## src/rtl/pipe_pkg.sv

```systemverilog
// Shared pipeline encodings: write-back selects, hazard FSM states and stage control bundle.
package pipe_pkg;

   localparam int unsigned REG_W   = 5;
   localparam int unsigned WBSEL_W = 2;

   localparam logic [REG_W-1:0]   REG_ZERO = REG_W'(0);

   localparam logic [WBSEL_W-1:0] WB_ALU = 2'b00;
   localparam logic [WBSEL_W-1:0] WB_MEM = 2'b01;
   localparam logic [WBSEL_W-1:0] WB_PC4 = 2'b10;

   typedef enum logic [1:0] {
      ST_RUN      = 2'd0,
      ST_MEM_WAIT = 2'd1,
      ST_ABORT    = 2'd2
   } hz_state_e;

   // Hold/bubble controls for the pipeline registers, one field per control wire.
   typedef struct packed {
      logic pc_stall;
      logic ifid_stall;
      logic ifid_flush;
      logic idex_stall;
      logic idex_flush;
      logic exmem_stall;
      logic exmem_flush;
      logic memwb_flush;
   } pipe_ctrl_t;

endpackage

```

## src/rtl/hazard_detect.sv

```systemverilog
// Load-use compare between the instruction in ID and a load sitting in EX.
module hazard_detect
   import pipe_pkg::*;
(
   input  logic [REG_W-1:0]   id_rs1_id,
   input  logic [REG_W-1:0]   id_rs2_id,
   input  logic               id_use_rs1,
   input  logic               id_use_rs2,
   input  logic [REG_W-1:0]   ex_rdst_id,
   input  logic               ex_we_reg,
   input  logic [WBSEL_W-1:0] ex_wbsel,
   output logic               load_use_c
);

   logic ex_is_load;
   logic rs1_hit;
   logic rs2_hit;

   always_comb begin
      ex_is_load = ex_we_reg & (ex_wbsel == WB_MEM) & (ex_rdst_id != REG_ZERO);
      rs1_hit    = id_use_rs1 & (id_rs1_id == ex_rdst_id);
      rs2_hit    = id_use_rs2 & (id_rs2_id == ex_rdst_id);
      load_use_c = ex_is_load & (rs1_hit | rs2_hit);
   end

endmodule

```

## src/rtl/hazard_ctrl.sv

```systemverilog
// Pipeline sequencing controller: load-use bubbles, EX redirect flushes, data-memory wait
// with timeout abort. Define HAZARD_PERF_EN to add saturating stall/flush/load-use counters.
module hazard_ctrl
   import pipe_pkg::*;
#(
   parameter int unsigned MEM_TIMEOUT = 15,
   parameter int unsigned TO_W        = 8,
   parameter int unsigned CNT_W       = 32
) (
   input  logic               clk,
   input  logic               rst,
   input  logic [REG_W-1:0]   id_rs1_id,
   input  logic [REG_W-1:0]   id_rs2_id,
   input  logic               id_use_rs1,
   input  logic               id_use_rs2,
   input  logic [REG_W-1:0]   ex_rdst_id,
   input  logic               ex_we_reg,
   input  logic [WBSEL_W-1:0] ex_wbsel,
   input  logic               ex_branch_taken,
   input  logic               mem_req,
   input  logic               dmem_ready,
   output logic               pc_stall,
   output logic               ifid_stall,
   output logic               ifid_flush,
   output logic               idex_stall,
   output logic               idex_flush,
   output logic               exmem_stall,
   output logic               exmem_flush,
   output logic               memwb_flush,
   output logic               mem_err,
   output logic [1:0]         state_o
`ifdef HAZARD_PERF_EN
   ,
   output logic [CNT_W-1:0]   stall_cnt,
   output logic [CNT_W-1:0]   flush_cnt,
   output logic [CNT_W-1:0]   ldu_cnt
`endif
);

   if (MEM_TIMEOUT == 0 || MEM_TIMEOUT > 255 || MEM_TIMEOUT > (2**TO_W - 1) || CNT_W == 0)
   begin : g_bad_cfg
      $error("hazard_ctrl: MEM_TIMEOUT must be 1..255 and fit in TO_W; CNT_W must be nonzero");
   end

   hz_state_e        state;
   hz_state_e        state_nx;
   logic [TO_W-1:0]  wait_cnt;
   logic [TO_W-1:0]  cnt_nx;
   logic             load_use_c;
   logic             mem_stall_c;
   logic             run_act_c;
   pipe_ctrl_t       run_ctrl_c;
   pipe_ctrl_t       ctrl_c;

   hazard_detect u_detect (
      .id_rs1_id  (id_rs1_id),
      .id_rs2_id  (id_rs2_id),
      .id_use_rs1 (id_use_rs1),
      .id_use_rs2 (id_use_rs2),
      .ex_rdst_id (ex_rdst_id),
      .ex_we_reg  (ex_we_reg),
      .ex_wbsel   (ex_wbsel),
      .load_use_c (load_use_c)
   );

   // Decode used whenever memory is not holding the pipe: redirect beats load-use.
   always_comb begin
      run_ctrl_c = '0;
      if (ex_branch_taken) begin
         run_ctrl_c.ifid_flush = 1'b1;
         run_ctrl_c.idex_flush = 1'b1;
      end else if (load_use_c) begin
         run_ctrl_c.pc_stall   = 1'b1;
         run_ctrl_c.ifid_stall = 1'b1;
         run_ctrl_c.idex_flush = 1'b1;
      end
   end

   // Next-state and Mealy control decode.
   always_comb begin
      ctrl_c      = '0;
      state_nx    = state;
      cnt_nx      = wait_cnt;
      run_act_c   = 1'b0;
      mem_stall_c = mem_req & ~dmem_ready;

      case (state)
         ST_RUN, ST_MEM_WAIT: begin
            if (mem_stall_c) begin
               ctrl_c.pc_stall    = 1'b1;
               ctrl_c.ifid_stall  = 1'b1;
               ctrl_c.idex_stall  = 1'b1;
               ctrl_c.exmem_stall = 1'b1;
               ctrl_c.memwb_flush = 1'b1;
               if (state == ST_RUN) begin
                  state_nx = ST_MEM_WAIT;
                  cnt_nx   = TO_W'(1);
               end else if (wait_cnt == TO_W'(MEM_TIMEOUT)) begin
                  state_nx = ST_ABORT;
                  cnt_nx   = '0;
               end else begin
                  cnt_nx   = wait_cnt + TO_W'(1);
               end
            end else begin
               // Frozen branch/load-use hazards are re-evaluated on the release cycle.
               ctrl_c    = run_ctrl_c;
               run_act_c = 1'b1;
               state_nx  = ST_RUN;
               cnt_nx    = '0;
            end
         end
         ST_ABORT: begin
            ctrl_c.pc_stall    = 1'b1;
            ctrl_c.ifid_flush  = 1'b1;
            ctrl_c.idex_flush  = 1'b1;
            ctrl_c.exmem_flush = 1'b1;
            ctrl_c.memwb_flush = 1'b1;
            state_nx           = ST_RUN;
            cnt_nx             = '0;
         end
         default: begin
            state_nx = ST_RUN;
            cnt_nx   = '0;
         end
      endcase

      if (!rst) begin
         ctrl_c    = '0;
         run_act_c = 1'b0;
      end
   end

   always_ff @(posedge clk or negedge rst) begin
      if (!rst) begin
         state    <= ST_RUN;
         wait_cnt <= '0;
         mem_err  <= 1'b0;
      end else begin
         state    <= state_nx;
         wait_cnt <= cnt_nx;
         if (state_nx == ST_ABORT) begin
            mem_err <= 1'b1;
         end
      end
   end

   assign pc_stall    = ctrl_c.pc_stall;
   assign ifid_stall  = ctrl_c.ifid_stall;
   assign ifid_flush  = ctrl_c.ifid_flush;
   assign idex_stall  = ctrl_c.idex_stall;
   assign idex_flush  = ctrl_c.idex_flush;
   assign exmem_stall = ctrl_c.exmem_stall;
   assign exmem_flush = ctrl_c.exmem_flush;
   assign memwb_flush = ctrl_c.memwb_flush;
   assign state_o     = state;

`ifdef HAZARD_PERF_EN
   // Saturating event counters.
   always_ff @(posedge clk or negedge rst) begin
      if (!rst) begin
         stall_cnt <= '0;
         flush_cnt <= '0;
         ldu_cnt   <= '0;
      end else begin
         if (ctrl_c.pc_stall && stall_cnt != '1) begin
            stall_cnt <= stall_cnt + CNT_W'(1);
         end
         if (run_act_c && ex_branch_taken && flush_cnt != '1) begin
            flush_cnt <= flush_cnt + CNT_W'(1);
         end
         if (run_act_c && !ex_branch_taken && load_use_c && ldu_cnt != '1) begin
            ldu_cnt <= ldu_cnt + CNT_W'(1);
         end
      end
   end
`endif

endmodule

```

## config.mk

```make
export PLATFORM = sky130hd
export DESIGN_NAME = hazard_ctrl
export DESIGN_NICKNAME = d
export VERILOG_FILES = /design/src/rtl/pipe_pkg.sv /design/src/rtl/hazard_detect.sv /design/src/rtl/hazard_ctrl.sv
export SDC_FILE = /design/constraint.sdc
export NUM_CORES = 1
export LEC_CHECK = 0
export CAP_MARGIN = 25
export CORE_MARGIN = 2
export CORE_UTILIZATION = 41
export CTS_CLUSTER_SIZE = 16
export DETAILED_ROUTE_END_ITERATION = 8
export GPL_TIMING_DRIVEN = 0
export PLACE_DENSITY = 0.83
export SETUP_SLACK_MARGIN = 0.4
export SYNTH_ARGS = -nofsm -noshare
export SYNTH_HDL_FRONTEND = slang
export SYNTH_SLANG_ARGS = --single-unit
```

## constraint.sdc

```tcl
create_clock -name clk -period 1.9 [get_ports clk]
set_input_delay 0.285 -clock clk [delete_from_list [all_inputs] [get_ports clk]]
set_output_delay 0.285 -clock clk [all_outputs]
set_load 0.01 [all_outputs]
```

==> flow_summary.yaml <==
timing:
  post-route-period-util_pct: 89.7
  worst_pin_slew_ns: 0.473
  fmax_ghz: 0.587
  fin_crit_ns: 1.70
  maxSlewViolCount: 0
  rsz0062_at_grt: "true"
  finalSetupViolCount: 0
  slew_headroom_pct: 68.4
  skew_ns: 0.00638
  hold_violations: 0
placement:
  io_buffer_count: 35
  finalWeightedCongestion: 0.774
  hpwl_um: 1340
yosys:
  synth.largest_area_cell: "dfrtp_1"
  synth_fa_ha_area_share_pct: 1.84
  synthCells: 79
  synthSimpleGateAreaFrac_pct: 29.4
  synth_compound_area_share_pct: 4.96
  ys_seq_area_share_pct: 40.4
  yosys.area.top_type_share_pct: 40.4
  syn_area_sq_um: 681
  synth_mux_area_share_pct: 0
  synth.avg_cell_area_sq_um: 8.62
  netlist-cell-type-count: 25
  ys_warn_count: 0
  synth_xor_area_share_pct: 20.6
  synth_top_family_by_area: "simple AND/OR/NAND/NOR gates"
  synth_fp_nets: 105
  synth_seq_cells: 11
  synth_area_leaders: "dfrtp_1 40%, xnor2_1 18%, nor2_1 6.1%, nand2_1 5.5%, nand3_1 3.7%"
setup_path:
  r2r_slack_ns: 0.50
  end_kind: "primary output"
  arrival_ns: 1.42
  cp-start-kind: "primary input"
  cp.required_ns: 1.62
  path_cells: "buf_8 > or4_4 > nor2_4 > nor3_2 > a21oi_1 > o21ai_1 > buf_2"
  critPathKind: "in2out"
  cp_slowest_cell: "or4_4"
  crit_family: "simple AND/OR/NAND/NOR gates"
  worstPathBufferInverterCount: 2
  worst_path_largest_cell_delay_ns: 0.54
  crit_fanout: 2
  reg2reg_depth: 5
  rr_endpoint: "mem_err"
  timing.rr.start: "wait_cnt[0]"
clocking:
  numCtsBuffers: 3
  htreeDepth: 1
  clockRootBuffer: "clkbuf_4"
  cts_tree: "done"
  clk_pin_slew_ns: 0.06
  clock_latency_ns: 0.27
  clockBufferDepth: 2
  clock_sinks: 11
global_routing:
  grt_usage_pct: 21.6
  grt-ovfl-total: 0
  grt_first_pass_wirelength_um: 3040
  antenna_found_initial: 0
  grt_max_degree: 12
  grt_pass1_vias: 700
final_layout:
  final_common_cell: "xnor2_1"
  nNetsFinal: 152
  drive_gt1_share_pct: 29.6
  fin_util_pct: 75.3
  multi_input_area_sq_um: 439
  seqCellArea_sq_um: 277
  final_cell_mix: "13 x xnor2_1, 12 x dlygate4sd2_1, 10 x dfrtp_1"
  fillers: 111
  areaGrowthSynthToFinish_pct: 68.6
  antenna_cells: 0
floorplanning:
  dieArea_sq_um: 2000
  num_rows: 14
  core_sq_um: 1520
  die_x_um: 44.7
  die_y_um: 44.7
  start_util_pct: 44.7
  ios: 36
worst_hold_path:
  hp-class: "reg2reg"
  worstHoldEndpoint: "mem_err"
  hold_depth: 1
  min_from: "mem_err"
routing:
  drt_iter0_drc: 7
  via_per_inst: 4.99
  final_antenna_net_count: 0
  num_vias: 704
  drt_pass1_iterations: 5
  drc: 0
  finalWirelength_um: 1870
  wl_per_cell_um: 13.3
power_and_ir_drop:
  p_leak_nw: 0.549
  total_power_w: 0.000520
  powerDensity_nw_per_um2: 453
  ir_drop_mv: 0.511
flow_run:
  cap_violations: 0
status:
  status: "complete, no violations"
==> layer usage <==
layer,track usage (%),up-vias,part of all wire [%]
met1,25.0,317,41
met2,35.4,27,52
met3,8.80,6,4.9
met4,9.09,0,2.2
met5,0,-,0
li1,-,354,-
==> metrics by stage <==
stage	TNS, ns	area (sq um)	setup WS (ns)	instances	hold slack (ns)
floorplan	0	681	0.445	79	-0.0106
global placement	-4.34	1050	-0.621	130	0.454
detailed placement	-4.50	1050	-0.637	130	0.492
CTS	0	1130	0.200	141	0.507
global route	0	1150	0.146	141	0.519
finish	0	1150	0.195	141	0.499
==> repair_timing <==
item                       CTS  global route
buffers inserted             6             0
cloned                       0             0
resized for setup           86            11
setup endpoints to repair   10             8
hold endpoints to repair    11             0
hold buffers                 1             0
pin swaps                   23             9
==> cell families (layout without fill, tap and decap cells) <==
group,count (synthesis),count (layout)
xor+xnor,16,16
fa+ha+maj,1,1
compound gates,6,6
buf+inv,4,50
flops,11,11
simple gates,41,41
==> sequential cells by signal (all words and copies together), names as in the netlist <==
signal and flops:
wait_cnt 8, state_o 2, mem_err 1
==> synthesized netlist by cell type <==
cell      count
a21boi_0      1
a21oi_1       1
and2_1        1
and3_1        2
buf_4         1
dfrtp_1      11
ha_1          1
inv_1         3
nand2_1      10
nand2b_1      2
nand3_1       5
nand3b_1      1
nand4_1       2
nor2_1       11
nor2b_1       1
nor3_1        1
nor3b_1       1
nor4_1        1
o21ai_0       2
o21ai_1       1
o22ai_1       1
or2_2         2
or4_1         1
xnor2_1      14
xor2_1        2
==> worst max-delay path by stage <==
stage	cells past startpoint	slack, ns	to	from
5_1_grt	7	0.15	idex_flush	ex_rdst_id[4]
2_1_floorplan	5	0.45	idex_flush	ex_rdst_id[0]
6_report	7	0.20	idex_flush	ex_rdst_id[4]
3_3_place_gp	5	-0.62	ifid_flush	rst
3_5_place_dp	5	-0.64	ifid_flush	rst
4_1_cts	7	0.20	idex_flush	ex_rdst_id[4]
==> power by group <==
part	internal, W	leakage (nW)	switching [W]	total [W]
combinational	0.0000749	0.385	0.0000529	0.000128
sequential	0.000237	0.150	0.00000165	0.000238
clock	0.0000812	0.0150	0.0000730	0.000154
==> layout make-up <==
type / instances / area share (%)
Clock buffer: 4 / 2.29
Multi-Input combinational cell: 64 / 38.3
Buffer: 1 / 0.981
Timing Repair Buffer: 42 / 31.6
Tap cell: 16 / 1.74
Sequential cell: 11 / 24.1
Inverter: 3 / 0.981
Note: power is estimated with default switching activity, not from simulation.
